**src/rtl/openhw_ram2p_req_ctrl.sv**
```systemverilog
// Requester for a 1R1W byte-enable two-port SRAM: zero-fills the array after reset, then turns the valid/ready read and write channels into SRAM strobes.
// Define RAM2P_WR_BYPASS_EN to accept colliding read/write pairs and forward the write data into the read response.
module openhw_ram2p_req_ctrl #(
  parameter  int DEPTH = 1024,
  parameter  int WIDTH = 68,
  localparam int AW    = $clog2(DEPTH),
  localparam int BW    = (WIDTH - 1) / 8 + 1
) (
  input  logic             clk,
  input  logic             reset_n,
  output logic             InitDone,
  input  logic             RdReqValid,
  input  logic [AW-1:0]    RdReqAdr,
  output logic             RdReqReady,
  output logic             RdRespValid,
  output logic [WIDTH-1:0] RdRespData,
  input  logic             WrReqValid,
  input  logic [AW-1:0]    WrReqAdr,
  input  logic [WIDTH-1:0] WrReqData,
  input  logic [BW-1:0]    WrReqByteEn,
  output logic             WrReqReady,
  output logic             ce1,
  output logic [AW-1:0]    ra1,
  input  logic [WIDTH-1:0] rd1,
  output logic             ce2,
  output logic             we2,
  output logic [AW-1:0]    wa2,
  output logic [WIDTH-1:0] wd2,
  output logic [BW-1:0]    bwe2
);

  typedef enum logic {CLEAR, RUN} state_t;

  localparam logic [AW-1:0] LAST_ADR = AW'(DEPTH - 1);

  state_t        state, state_next;
  logic [AW-1:0] clr_cnt;
  logic          collision;
  logic          rd_fire;
  logic          wr_fire;

  assign collision = RdReqValid & WrReqValid & (RdReqAdr == WrReqAdr);

  // NOTE: sequential state uses non-blocking assignments so every flop samples pre-edge values.
  always_ff @(posedge clk or negedge reset_n) begin
    if (!reset_n) state <= CLEAR;
    else          state <= state_next;
  end

  always_comb begin
    state_next = state;
    if (state == CLEAR && clr_cnt == LAST_ADR) state_next = RUN;
  end

  // InitDone trails entry to RUN by one cycle; requests are only taken once it is high.
  always_ff @(posedge clk or negedge reset_n) begin
    if (!reset_n) begin
      clr_cnt     <= '0;
      InitDone    <= 1'b0;
      RdRespValid <= 1'b0;
    end else begin
      if (state == CLEAR && clr_cnt != LAST_ADR) clr_cnt <= clr_cnt + AW'(1);
      InitDone    <= (state == RUN);
      RdRespValid <= rd_fire;
    end
  end

  // NOTE: every output gets a default first, so no path through this block can infer a latch.
  always_comb begin
    RdReqReady = 1'b0;
    WrReqReady = 1'b0;
    rd_fire    = 1'b0;
    wr_fire    = 1'b0;
    ce1        = 1'b0;
    ra1        = RdReqAdr;
    ce2        = 1'b0;
    we2        = 1'b0;
    wa2        = WrReqAdr;
    wd2        = WrReqData;
    bwe2       = WrReqByteEn;
    if (state == CLEAR) begin
      // NOTE: the SRAM array has no reset of its own, so it is zero-filled one word per cycle instead.
      ce2  = 1'b1;
      we2  = 1'b1;
      wa2  = clr_cnt;
      wd2  = '0;
      bwe2 = '1;
    end else if (InitDone) begin
      RdReqReady = 1'b1;
`ifdef RAM2P_WR_BYPASS_EN
      WrReqReady = 1'b1;
`else
      WrReqReady = ~collision;
`endif
      rd_fire = RdReqValid;
      wr_fire = WrReqValid & WrReqReady;
      ce1     = rd_fire;
      ce2     = wr_fire;
      we2     = wr_fire;
    end
  end

`ifdef RAM2P_WR_BYPASS_EN
  logic             byp_hit;
  logic [WIDTH-1:0] byp_data;
  logic [BW-1:0]    byp_be;
  logic [WIDTH-1:0] byp_mask;

  always_ff @(posedge clk or negedge reset_n) begin
    if (!reset_n) begin
      byp_hit  <= 1'b0;
      byp_data <= '0;
      byp_be   <= '0;
    end else begin
      byp_hit  <= rd_fire & wr_fire & collision;
      byp_data <= WrReqData;
      byp_be   <= WrReqByteEn;
    end
  end

  // Expand lane enables to bit granularity; the partial top lane falls out naturally.
  always_comb begin
    byp_mask = '0;
    for (int b = 0; b < WIDTH; b++) byp_mask[b] = byp_hit & byp_be[b / 8];
  end

  assign RdRespData = (byp_data & byp_mask) | (rd1 & ~byp_mask);
`else
  assign RdRespData = rd1;
`endif

endmodule

```
**config.mk**
```make
export PLATFORM = sky130hd
export DESIGN_NAME = openhw_ram2p_req_ctrl
export DESIGN_NICKNAME = d
export VERILOG_FILES = /design/src/rtl/openhw_ram2p_req_ctrl.sv
export SDC_FILE = /design/constraint.sdc
export NUM_CORES = 1
export LEC_CHECK = 0
export ABC_AREA = 1
export CAP_MARGIN = 40
export CORE_AREA = 2 2 131 133
export CTS_BUF_LIST = sky130_fd_sc_hd__clkbuf_4 sky130_fd_sc_hd__clkbuf_8
export DETAILED_ROUTE_END_ITERATION = 8
export DIE_AREA = 0 0 133 135
export HOLD_SLACK_MARGIN = 0.12
export PLACE_DENSITY = 0.57
export SYNTH_ARGS = -nofsm -noshare
export SYNTH_HDL_FRONTEND = slang
export SYNTH_SLANG_ARGS = --single-unit
```
**constraint.sdc**
```tcl
create_clock -name clk -period 1.45 [get_ports clk]
set_input_delay 0.145 -clock clk [delete_from_list [all_inputs] [get_ports clk]]
set_output_delay 0.145 -clock clk [all_outputs]
set_load 0.005 [all_outputs]
```
Word-level counts from Yosys, hierarchy flattened
Cells that the tools add are included.
{"block": "word_totals", "mem_bits_ro": 0, "ram_bits": 0, "latchBits": 0, "register_bits": 13, "input_bits": 169, "output_inout_bits": 172, "wordCells": 26, "n_memories": 0}
{"block": "op_classes", "eq_ne": 3, "magnitude_cmp": 0, "n_reduce_logical": 2, "shift": 0, "div_mod_pow": 0, "n_addsub": 1, "n_bitwise": 5, "mul": 0, "n_mux": 11}
{"operator": "$mux W68", "count": 1}
{"operator": "$add A10 B1 Y10 const B", "count": 1}
{"operator": "$eq A10 B10 Y1", "count": 1}
{"operator": "$eq A10 B10 Y1 const B", "count": 1}
{"operator": "$mux W10", "count": 1}
{"operator": "$ne A10 B10 Y1 const B", "count": 1}
{"operator": "$mux W9", "count": 1}
{"operator": "$mux W1", "count": 8}
{"operator": "$and A1 B1 Y1", "count": 3}
{"operator": "$logic_and A1 B1 Y1", "count": 2}
{"operator": "$not A1 Y1", "count": 2}

Longest topological paths before layout
{"block": "logic_depth", "ltp_word": 6, "depth_mapped": 10, "ltp_nobuf": 9}

Worst setup path after synthesis
Ideal clock, no wire load.
{"block": "synth_timing", "path_type": "register to register", "from": "register clr_cnt[0]", "to": "register clr_cnt[0]", "slack_ns": 0.154, "t_required_ns": 1.328, "synth_period_minus_slack_ns": 1.296, "setup_time_ns": 0.122, "arrival_ns": 1.175, "n_path_buf": 1, "path_stages_with_launch": 8, "path_cell_list": "dfrtp_1 -> ha_1 -> inv_1 -> nor2_4 -> nand4_1 -> nand2_1 -> buf_6 -> xor2_2"}
{"block": "synth_between", "elab_chain_len": 2, "elab_cells_between_ends": 3, "cone_classes": "add/sub: 1; eq/ne: 1; reduce/logical: 1"}
{"item": "start, declared", "line_no": "37", "text": "logic [AW-1:0] clr_cnt;"}
{"item": "start signal, assigned", "line_no": "62", "text": "if (state == CLEAR && clr_cnt != LAST_ADR) clr_cnt <= clr_cnt + AW'(1);"}
{"item": "branches (longest 2 deep; another with $add A10 B1 Y10)"}
Several ways; the timed one is not identified.
A chain may end at the register's enable or synchronous reset.

Final worst setup path
{"block": "layout_timing", "from": "register state", "to": "output port wa2[1]"}
{"block": "layout_between", "elab_chain_len": 1}
{"item": "start, declared", "line_no": "36", "text": "state_t state, state_next;"}
{"item": "start signal, assigned", "line_no": "47", "text": "else state <= state_next;"}
{"item": "$mux W10", "line_no": "81", "text": "if (state == CLEAR) begin"}
{"item": "end, declared", "line_no": "27", "text": "output logic [AW-1:0] wa2,"}
No other way between the ends.

==> qor.yml <==
setup_path:
  cp_slowest_cell: "dfrtp_2"
  critPathMaxFanout: 5
  path_buf_inv: 5
  r2r-start: "state"
  critPathKind: "reg -> out"
  path_cells: "buf_12 > buf_12 > buf_12 > buf_8 > nand2_4 > o21ai_2 > buf_2"
  cp.arrival_ns: 1.44
  crit_cells: 7
  required_ns: 1.31
  max_stage_delay_ns: 0.44
  start_kind: "register"
  cpMostUsedCell: "buf_12"
  r2r_end: "clr_cnt[8]"
  rrSetupSlack_ns: 0.12
  path_delay_family: "buffers and inverters"
  r2r_cells: 8
  cp-end-kind: "primary output"
logic_synthesis:
  synth_edf_count: 0
  synth_compound_area_share_pct: 4.28
  synth_top_family_by_area: "buffers and inverters"
  synth_cell_types: 23
  yosysSeqAreaShare_pct: 14.8
  yosys-top-cells-count: "nand2_1, inv_1, buf_4, dfrtp_1, nor2_1"
  synth_nets: 560
  post-synth-top-count-cell: "nand2_1"
  ys.flop_type: "dfrtp_1"
  ys_warn_count: 0
  yosys-top-cells-area: "buf_4, nand2_1, inv_1, dfrtp_1, or2_2"
  synth_area_leader_cell: "buf_4"
  synth.area.mux_share_pct: 0
  synth.avg_cell_area_sq_um: 5.62
  syn_area_sq_um: 2190
  synth-async-reset-ratio_pct: 100
  synthAdderAreaFrac_pct: 0.570
  synth_simple_gate_area_share_pct: 29.3
  synth-xor-area-share_pct: 4.34
  synth_top_area_share_pct: 27.0
  synth_cells: 390
  ys_ff_latch: 13
route:
  wire_per_inst_microns: 14.7
  via_per_inst: 3.54
  first_pass_iters: 4
  routed_wl_mm: 11.7
  drt_iter0_drc: 41
  drcViolationCount: 0
  ant_nets: 0
  vias: 2808
power:
  leakage_nw: 3.08
  power_w: 0.00112
  power.density_nw_per_um2: 217
  ir_drop_v: 0.000244
sta:
  clock.fmax_mhz: 630
  setup_violations: 58
  hold_violations: 0
  slew_headroom_pct: 81.6
  rsz0062_at_grt: "true"
  timing.final.crit_share_pct: 109
  slew_violations: 0
  finalCriticalPeriod_ns: 1.59
  worst_slew_pin_slew_ns: 0.274
  fin_worst_skew_ns: 0.00440
  setup_slack_ns: -0.137
cells_and_area:
  stdcell_area_sq_um: 5180
  layout.cells.non_filler: 794
  num_antenna_cells: 0
  nets: 745
  area_growth_pct: 136
  drive_gt1_share_pct: 52.6
place:
  port_buffers: 204
  dp.cells: 757
  gp_congestion: 0.734
  placed_area_sq_um: 4150
  hpwl_mm: 9.10
global_route:
  grt-ovfl-total: 0
  antenna_found_initial: 0
  grt_max_degree: 14
  grt_pass1_wl_mm: 16.3
  grt_pass1_vias: 2773
  grtUsageTotal_pct: 12.0
hold_path:
  hold_class: "in -> async"
clocking:
  cts_buffers: 3
  clk_latency_ns: 0.25
  cts.path.max_buffers: 2
  clock-root-buffer: "clkbuf_8"
  cts_max_level: 1
  clk_pin_slew_ns: 0.06
  clock-sinks: 13
  hold_buffers: 0
  tritoncts: "yes"
status:
  failed_checks: "setup timing"
  status: "finished with violations"
run:
  maxCapViolCount: 0
floorplanning:
  dieWidth_microns: 133
  rows: 47
  start_util_pct: 13.4
  io_pins: 341
  core_sq_um: 16400
  die_area_sq_um: 18000
  dieHeight_microns: 135
## cell usage in the layout, fill, tap and decap left out, drive strengths merged
cell type        n
and2             1
buf            137
clkbuf          16
clkdlybuf4s15   10
clkdlybuf4s50   90
clkinv           1
dfrtp           13
dlygate4sd2     16
dlymetal6s2s     5
ha               1
inv             99
nand2          126
nand3            6
nand4            2
nor2            13
nor3             1
o21ai           16
o21bai           1
o22ai            1
or2              9
xnor2            4
xor2             6
## sequential cells by signal, indices dropped and copies added, names as in the netlist
signal / cells
clr_cnt: 10
InitDone: 1
RdRespValid: 1
state: 1
## worst reg2reg max path: stages (launching register included)
cell and delay [ns]:
dfrtp_2 0.44, buf_6 0.14, buf_12 0.12, nor2_4 0.09, buf_4 0.11, buf_4 0.09, nand2_1 0.04, o22ai_1 0.14
inv_1 0.05
## stage by stage
stage | TNS (ns) | utilization [%] | hold slack [ns] | setup slack [ns]
6_report | -4.32 | 31.6 | 0.219 | -0.137
5_1_grt | -7.50 | 31.6 | 0.235 | -0.186
4_1_cts | -6.46 | 27.6 | 0.235 | -0.152
3_5_place_dp | -10.44 | 25.3 | 0.290 | -0.632
3_3_place_gp | -9.74 | 25.3 | 0.290 | -0.620
2_1_floorplan | 0 | - | -0.151 | 0.154
## per-layer routing
| metal | part of all wire (%) | wire (microns) | GRT usage (%) | vias to the layer above |
|---|---|---|---|---|
| met5 | 0 | 0 | 0 | - |
| met4 | 4.5 | 522 | 5.44 | 0 |
| met3 | 9.1 | 1070 | 4.17 | 50 |
| met2 | 47 | 5490 | 19.4 | 157 |
| met1 | 39 | 4620 | 14.2 | 1209 |
| li1 | - | - | - | 1392 |
## power by group
group | internal [W] | switching [W] | leakage [nW] | total [W]
Clock | 0.000190 | 0.000146 | 0.0255 | 0.000337
Combinational | 0.000278 | 0.000147 | 2.89 | 0.000425
Sequential | 0.000363 | 0 | 0.164 | 0.000363
Total | 0.000831 | 0.000294 | 3.08 | 0.00112
## final cells by class
| type | count | area (sq um) |
|---|---|---|
| Inverter | 99 | 377 |
| Sequential cell | 13 | 328 |
| Fill cell | 1755 | 11200 |
| Multi-Input combinational cell | 187 | 1330 |
| Tap cell | 220 | 275 |
| Clock inverter | 1 | 5.00 |
| Clock buffer | 3 | 41.3 |
| Timing Repair Buffer | 271 | 2820 |
## worst max path at each step
stage | from | endpoint
after detailed placement | WrReqAdr[9] | we2
after global routing | state | wa2[1]
final | state | wa2[1]
after floorplan | clr_cnt[0] | clr_cnt[0]
after global placement | WrReqAdr[9] | we2
after CTS | state | wd2[64]
## cell families (layout without fill, tap and decap cells)
group                      count (synthesis)  count (layout)
DFF                                       13              13
xor gates and xnor gates                  10              10
AOI/OAI and AO/OA                         18              18
and+or+nand+nor                          158             158
adders and majority gates                  1               1
buffers and inverters                    190             374
## repair_timing
action / CTS / global route
endpoints found under the setup margin: 92 / 99
gates cloned: 8 / 3
resized for setup: 452 / 202
pin swaps: 10 / 13
buffers inserted: 16 / 9
(Power assumes the default switching activity.)
